`src/rtl/eth_tx_ctrl_gen.sv`:
```
// eth_tx_ctrl_gen: simpleEthernet TX frame sequencer.
// Drives state, symbol/byte position and strobes for the TX datapath and CRC.

module eth_tx_ctrl_gen #(
  parameter int DATA_W         = 2,
  parameter int PREAMBLE_BYTES = 7,
  parameter int MIN_PAYLOAD    = 46,
  parameter int MAX_PAYLOAD    = 1500,
  parameter int IFG_BYTES      = 12
) (
  input  logic        Clk,
  input  logic        Rst,
  input  logic        Eth_Pkt_Rdy,
  input  logic        Fifo_Empty,
  output logic        Fifo_Rd,
  output logic [3:0]  Tx_Ctrl_FSM_State,
  output logic        Tx_En,
  output logic        Crc_En,
  output logic        Pad_Active,
  output logic [1:0]  Sym_Idx,
  output logic [10:0] Field_Byte,
  output logic [10:0] Payload_Len,
  output logic        Tx_Done,
  output logic        Tx_Trunc
);

  localparam int S = 8 / DATA_W;
  localparam logic [1:0]  SYM_LAST = 2'(S - 1);
  localparam logic [10:0] MIN_L    = 11'(MIN_PAYLOAD);
  localparam logic [10:0] MAX_L    = 11'(MAX_PAYLOAD);
  localparam logic [11:0] PRE_L    = 12'(PREAMBLE_BYTES);
  localparam logic [11:0] IFG_L    = 12'(IFG_BYTES);

  if (!(DATA_W == 2 || DATA_W == 4 || DATA_W == 8)) begin : g_bad_width
    $error("eth_tx_ctrl_gen: DATA_W must be 2, 4 or 8");
  end
  if (MIN_PAYLOAD < 0 || MIN_PAYLOAD > MAX_PAYLOAD ||
      MAX_PAYLOAD > 2047) begin : g_bad_payload
    $error("eth_tx_ctrl_gen: need MIN_PAYLOAD <= MAX_PAYLOAD <= 2047");
  end
  if (PREAMBLE_BYTES < 1 || IFG_BYTES < 1) begin : g_bad_field
    $error("eth_tx_ctrl_gen: PREAMBLE_BYTES and IFG_BYTES must be >= 1");
  end

  typedef enum logic [3:0] {
    ST_IDLE     = 4'd0,
    ST_PREAMBLE = 4'd1,
    ST_SFD      = 4'd2,
    ST_DEST     = 4'd3,
    ST_SRC      = 4'd4,
    ST_LEN      = 4'd5,
    ST_DATA     = 4'd6,
    ST_PAD      = 4'd7,
    ST_FCS      = 4'd8,
    ST_IFG      = 4'd9
  } state_t;

  state_t      state;
  state_t      state_nxt;
  logic [1:0]  sym_idx;
  logic [10:0] field_byte;
  logic [10:0] payload_len;
  logic [10:0] len_inc;
  logic [11:0] field_len;
  logic        byte_end;
  logic        field_last;
  logic        rd_req;
  logic        done_req;
  logic        trunc_req;

  assign byte_end = (state != ST_IDLE) && (sym_idx == SYM_LAST);
  assign len_inc  = (payload_len == 11'h7ff) ? payload_len
                                              : payload_len + 11'd1;

  // PAD length is whatever the payload fell short of the minimum
  always_comb begin
    field_len = 12'd1;
    case (state)
      ST_PREAMBLE: field_len = PRE_L;
      ST_DEST:     field_len = 12'd6;
      ST_SRC:      field_len = 12'd6;
      ST_LEN:      field_len = 12'd2;
      ST_PAD:      field_len = {1'b0, MIN_L} - {1'b0, payload_len};
      ST_FCS:      field_len = 12'd4;
      ST_IFG:      field_len = IFG_L;
      default:     field_len = 12'd1;
    endcase
    field_last = byte_end && (({1'b0, field_byte} + 12'd1) == field_len);
  end

  always_ff @(posedge Clk) begin
    if (Rst) state <= ST_IDLE;
    else     state <= state_nxt;
  end

  always_comb begin
    state_nxt = state;
    rd_req    = 1'b0;
    done_req  = 1'b0;
    trunc_req = 1'b0;
    case (state)
      ST_IDLE:     if (Eth_Pkt_Rdy) state_nxt = ST_PREAMBLE;
      ST_PREAMBLE: if (field_last) state_nxt = ST_SFD;
      ST_SFD:      if (field_last) state_nxt = ST_DEST;
      ST_DEST:     if (field_last) state_nxt = ST_SRC;
      ST_SRC:      if (field_last) state_nxt = ST_LEN;
      ST_LEN: begin
        if (field_last) begin
          if (!Fifo_Empty) begin
            rd_req    = 1'b1;
            state_nxt = ST_DATA;
          end else if (MIN_L != 11'd0) begin
            state_nxt = ST_PAD;
          end else begin
            state_nxt = ST_FCS;
          end
        end
      end
      ST_DATA: begin
        if (byte_end) begin
          if (len_inc == MAX_L) begin
            trunc_req = 1'b1;
            state_nxt = ST_FCS;
          end else if (!Fifo_Empty) begin
            rd_req = 1'b1;
          end else if (len_inc < MIN_L) begin
            state_nxt = ST_PAD;
          end else begin
            state_nxt = ST_FCS;
          end
        end
      end
      ST_PAD:      if (field_last) state_nxt = ST_FCS;
      ST_FCS: begin
        if (field_last) begin
          done_req  = 1'b1;
          state_nxt = ST_IFG;
        end
      end
      ST_IFG:      if (field_last) state_nxt = ST_IDLE;
      default:     state_nxt = ST_IDLE;
    endcase
  end

  always_comb begin
    Tx_Ctrl_FSM_State = state;
    Tx_En             = 1'b0;
    Crc_En            = 1'b0;
    Pad_Active        = 1'b0;
    case (state)
      ST_PREAMBLE, ST_SFD, ST_FCS: Tx_En = 1'b1;
      ST_DEST, ST_SRC, ST_LEN, ST_DATA: begin
        Tx_En  = 1'b1;
        Crc_En = 1'b1;
      end
      ST_PAD: begin
        Tx_En      = 1'b1;
        Crc_En     = 1'b1;
        Pad_Active = 1'b1;
      end
      default: ;
    endcase
    Fifo_Rd     = rd_req & ~Rst;
    Tx_Done     = done_req & ~Rst;
    Tx_Trunc    = trunc_req & ~Rst;
    Sym_Idx     = sym_idx;
    Field_Byte  = field_byte;
    Payload_Len = payload_len;
  end

  always_ff @(posedge Clk) begin
    if (Rst) begin
      sym_idx     <= '0;
      field_byte  <= '0;
      payload_len <= '0;
    end else begin
      if (state_nxt != state) begin
        sym_idx    <= '0;
        field_byte <= '0;
      end else if (byte_end) begin
        sym_idx    <= '0;
        field_byte <= field_byte + 11'd1;
      end else if (state != ST_IDLE) begin
        sym_idx <= sym_idx + 2'd1;
      end
      if (state_nxt == ST_IDLE)
        payload_len <= '0;
      else if (state == ST_DATA && byte_end)
        payload_len <= len_inc;
    end
  end

endmodule

```
`config.mk`:
```
export PLATFORM = sky130hd
export DESIGN_NAME = eth_tx_ctrl_gen
export DESIGN_NICKNAME = d
export VERILOG_FILES = /design/src/rtl/eth_tx_ctrl_gen.sv
export SDC_FILE = /design/constraint.sdc
export NUM_CORES = 1
export LEC_CHECK = 0
export CAP_MARGIN = 20
export CORE_AREA = 2 2 99 101
export CTS_BUF_LIST = sky130_fd_sc_hd__clkbuf_4 sky130_fd_sc_hd__clkbuf_8
export DETAILED_ROUTE_END_ITERATION = 10
export DIE_AREA = 0 0 101 103
export GPL_TIMING_DRIVEN = 0
export PLACE_DENSITY_LB_ADDON = 0.12
export SYNTH_ARGS = -nofsm -noshare
export SYNTH_HDL_FRONTEND = slang
export SYNTH_SLANG_ARGS = --single-unit
```
`constraint.sdc`:
```
create_clock -name Clk -period 8.7 [get_ports Clk]
set_input_delay 1.74 -clock Clk [delete_from_list [all_inputs] [get_ports Clk]]
set_output_delay 1.74 -clock Clk [all_outputs]
set_load 0.05 [all_outputs]
```
---- Word level (Yosys, flattened, before mapping) ----
Index checks and enable logic that the tools add are counted.
Widths: inputs -> output; s select.
word-level totals
  bits of input ports ..................... 4
  logic and storage cells ................. 70
  bits in registers ....................... 28
operators by class
  equal/unequal tests ..................... 14
  mux-type cells .......................... 30
  reduce and logical (&&, ||, !) cells .... 12
  bitwise operators ....................... 4
  add/subtract/negate cells ............... 5
  magnitude comparators ................... 1
operators by type and width
  operator               number
  $pmux 12 s6            1
  $mux 4                 13
  $pmux 4 s10            1
  $add 11x1->11 const B  2
  $eq 11x11->1 const B   2
  $eq 4x3->1 const B     4
  $mux 1                 13
  $add 11x1->12 const B  1
  $eq 12x12->1           1
  $sub 6x11->12 const A  1
  $lt 11x6->1 const B    1
  $mux 11                1
  $eq 4x2->1 const B     2
  $eq 4x4->1 const B     2
  $logic_not 4->1        2
  $reduce_or 8->1        1
  $reduce_or 2->1        3
  $reduce_or 5->1        1
  $eq 4x1->1 const B     1
  $ne 4x4->1             1
  $reduce_bool 4->1      1
  $and 1x1->1            3
  $logic_and 1x1->1      3
  $reduce_or 3->1        1
  4 further kinds        4

---- Logic depth before layout (Yosys ltp) ----
  depth after elaboration ................. 10
  mapped depth ............................ 12
  mapped depth without buffers ............ 10

---- Worst setup path before layout ----
No wires, ideal clock.
  path kind ............................... input to output
  from .................................... in Rst
  to ...................................... out Tx_Trunc
  slack ................................... 3477 ps
  cell stages on the path ................. 2
  data arrival time ....................... 3483 ps
  cell sequence ........................... buf_1 nor4_1
between the ends
  word-level cells in the longest chain between the ends .. 2
ends and longest elaborated chain
  item                RTL line  source
  start: declaration  12        input logic Rst,
  $not 1->1           165       Tx_Trunc = trunc_req & ~Rst;
  $and 1x1->1         165
  end: declaration    24        output logic Tx_Trunc
Every way passes these cells.

---- Final worst setup path ----
  from .................................... reg payload_len[1], in the netlist Payload_Len[1]
  to ...................................... out Fifo_Rd
between the ends
  word-level cells in the longest chain between the ends .. 7
ends and longest elaborated chain
  item                                          RTL line  source
  start: declaration                            62        logic [10:0] payload_len;
  start signal: assignment                      189       payload_len <= len_inc;
  $sub 6x11->12 (tied with other cells)         83        ST_PAD: field_len = {1'b0, MIN_L} - {1'b0, payload_len};
  $pmux 12 s6 or $mux 11 (tied branches)        78, 72
  $eq 12x12->1 or $eq 11x11->1 (tied branches)  88, 121
  $logic_and 1x1->1 or $mux 1 (tied branches)   88, 121
  $mux 1, on equally long branches              108, 120
  $pmux 1 s2 *                                  101       case (state)
  $and 1x1->1 *                                 163       Fifo_Rd = rd_req & ~Rst;
  end: declaration                              15        output logic Fifo_Rd,
Mark *: on every way between the ends. The rest lies on a longest branch, timed or not.

==> reports/qor.csv <==
metric,value,unit
largest net degree at the start of global routing,16,
Avg Inst Size Synth,7.63,um2
worst slew pin tran,0.691,ns
initial core utilization,28.9,%
HP Class,flip-flop to flip-flop,
R2R Path Start,Payload_Len[1]$_SDFFE_PP0P_,
Pleak,1.07,nW
reg2reg path depth,11,
critical path depth in cells,10,
Yosys warning count,0,
leading cell type by number of instances after synthesis,nor2_1,
top_reg_cell synth,dfxtp_1,
crit path DAT,3.85,ns
# DRC,0,
Synth Register Bits,28,
Crit path max-delay family,simple AND/OR/NAND/NOR gates,
total CTS buffers,3,
Final Wtd Congestion,0.929,
P&R area growth vs syn,20.4,%
clk root buf,clkbuf_8,
Unique masters post-synth,68,
Worst Hold Path EP,Sym_Idx[1]$_SDFFE_PP0N_,
IO Port Bufs,36,
final setup TNS,0,ns
Reg-to-Reg End,Payload_Len[8]$_SDFFE_PP0P_,
"area leader, netlist",dfxtp_1,
Chip Height,103,um
clk slew on worst S/H paths,0.11,ns
RSZ-0062 raised after global routing,false,
drt wl/cell,16.3,um
Final Hold Fails,0,
Final period util,64.3,%
crit path cell chain,ha_1 -> nand4_1 -> and4_1 -> nor4_1 -> o211ai_1 -> nor2_1 -> nand4_1 -> nor2_1 -> o211a_1 -> clkdlybuf4s50_1,
synthesized cell area,2730,um2
# setup viols final,0,
Crit path buffers/inverters,1,
final std cells w/o fill,512,
DRT Pass-1 Iters,5,
clock tree buffer depth,2,
TritonCTS Sinks,28,
Slowest cell on crit path,clkdlybuf4s50_1,
startpoint types,flip-flop,
final slew viol count,0,
Worst-Skew Late Latency,0.29,ns
Pwr Density,75.6,nW/um2
CTS tree,built,
fillers,1038,
CP max stage delay,0.81,ns
critical-path maximum fanout,10,
post-synthesis sequential area ratio,20.5,%
Slew headroom,53.9,%
final instance area,3290,um2
Max Clock Skew,0.00634,ns
DIE WIDTH,101,um
Synth area leaders,"dfxtp_1 21%, xnor2_1 6.4%, nor2_1 6.2%, nor3_2 3.7%, xor2_1 3.5%",
Max Freq,0.179,GHz
post-placement cell count,508,
total track usage,16.4,%
first-pass GRT wire length,13700,um
number of H-tree levels,1,
Setup crit end kind,output pin,
asr flop ratio synth,0,%
Hold Path Stages,2,
Required @ worst endpoint,6.96,ns
Max-Cap Viols,0,
Post-Route WL,8340,um
number of global-route vias before repair,2633,
Commonest cells post-synth,"45 x nor2_1, 28 x dfxtp_1, 20 x xnor2_1",
Placeable Area,9460,um2
WS Path Type,flip-flop to output pin,
final layout net count,407,
clock period minus worst slack,5.59,ns
Vias/cell,5.39,
antenna-violating nets left,0,
# rows,36,
status,"complete, no violations",
min-delay src,Sym_Idx[1]$_SDFFE_PP0N_,
placement-stage cell area,3240,um2
number of synthesized flops with an enable pin,0,
antenna fix cells,0,
Synth top area share,20.5,%
hold-fix buffers at CTS,0,
share of cells above drive strength 1,11.8,%
via count,2762,
Post-CTS Resized,0,
hpwl dp,6500,um
Syn Nets,366,
Max VDD drop,0.0000469,V
postcts setup bufs,0,
die area,10400,um2
antenna violations before repair,0,
initial DRC count,190,
"Remaining Overflow, GRT",0,
r2r setup slk,5.21,ns
io pins,38,
Cells after Synth,358,
-- power breakdown --
part	switching, mW	total [mW]	internal [mW]
Combinational	0.0197	0.0300	0.0103
Sequential	0.00145	0.130	0.129
Clock	0.0475	0.0882	0.0407
Total	0.0686	0.249	0.180
-- metrics by stage --
step / power, mW / setup slack [ns] / utilization [%] / hold WS (ns)
after floorplan: 0.155 / 3.48 / - / 0.715
after global placement: 0.164 / 3.51 / 34.2 / 0.512
after detailed placement: 0.164 / 3.52 / 34.2 / 0.513
after CTS: 0.256 / 3.15 / 34.8 / 0.537
after global routing: 0.261 / 2.78 / 34.8 / 0.583
final: 0.249 / 3.11 / 34.8 / 0.532
-- area by class of cell --
type                       instances  area [um2]  area share, %
multi-input combinational        292        1990           60.5
sequential                        28         561           17.0
timing repair buffer              36         360           11.0
tap                              114         143           4.33
buffer                            25         131           3.99
clock buffer                       4        55.1           1.67
inverter                          13        48.8           1.48
-- logic make-up after synthesis --
kind of cell / share of synthesized area [%]
adder cells (fa/ha/maj): 1.83
AND/OR/NAND/NOR: 35.5
XOR/XNOR: 9.94
buffers and inverters: 6.59
flip-flops: 20.5
AO/OA/AOI/OAI: 23.8
multiplexers: 1.83
-- routing by layer --
| layer | vias to the layer above | wire length [um] | track usage, % |
|---|---|---|---|
| met5 | - | 0 | 0 |
| met4 | 0 | 37 | 1.56 |
| met3 | 2 | 350 | 2.37 |
| met2 | 72 | 3930 | 27.7 |
| met1 | 1287 | 4020 | 23.1 |
| li1 | 1401 | - | - |
-- worst max path at each step --
stage	slack, ns	startpoint	end
5_1_grt	2.78	Payload_Len[1]$_SDFFE_PP0P_	Fifo_Rd
3_5_place_dp	3.52	Rst	Tx_Done
4_1_cts	3.15	Payload_Len[1]$_SDFFE_PP0P_	Fifo_Rd
6_report	3.11	Payload_Len[1]$_SDFFE_PP0P_	Fifo_Rd
3_3_place_gp	3.51	Payload_Len[1]$_SDFFE_PP0P_	Fifo_Rd
2_1_floorplan	3.48	Rst	Tx_Trunc
-- worst register-to-register path, cell delays in order (launching register included) --
cell	delay, ns
dfxtp_1	0.58
ha_1	0.36
nand3_1	0.28
o311ai_2	0.43
xor2_1	0.19
nand4b_1	0.19
o221ai_1	0.25
nand2_1	0.19
a211oi_2	0.33
nor4b_4	0.29
buf_6	0.21
nor3_2	0.06
-- registers in the layout, summed over array words and instances, names as in the netlist --
name               count
Tx_Ctrl_FSM_State      4
Payload_Len           11
Sym_Idx                2
Field_Byte            11
-- layout by cell type, fill, tap and decap left out, types with 4 or more instances in the layout --
master	synthesis	layout
a31oi_1	5	5
nor4_1	6	6
xor2_1	11	11
buf_2	9	9
and3_1	7	7
nand2_1	19	19
nand4_1	7	7
nor3b_1	5	5
clkdlybuf4s50_1	0	36
clkbuf_8	0	4
nand3_1	13	13
o21a_1	5	5
o211ai_1	7	7
nor2_1	45	45
nor3_1	16	16
clkbuf_1	10	10
inv_1	12	12
o21ai_0	14	14
nand2b_1	6	6
a211oi_1	6	6
a21oi_1	12	12
and2_1	4	4
mux2i_1	5	5
xnor2_1	20	20
and4_1	4	4
dfxtp_1	28	28
ha_1	4	4
nor3_2	10	10
No activity file was read; power rests on OpenSTA's default activity.
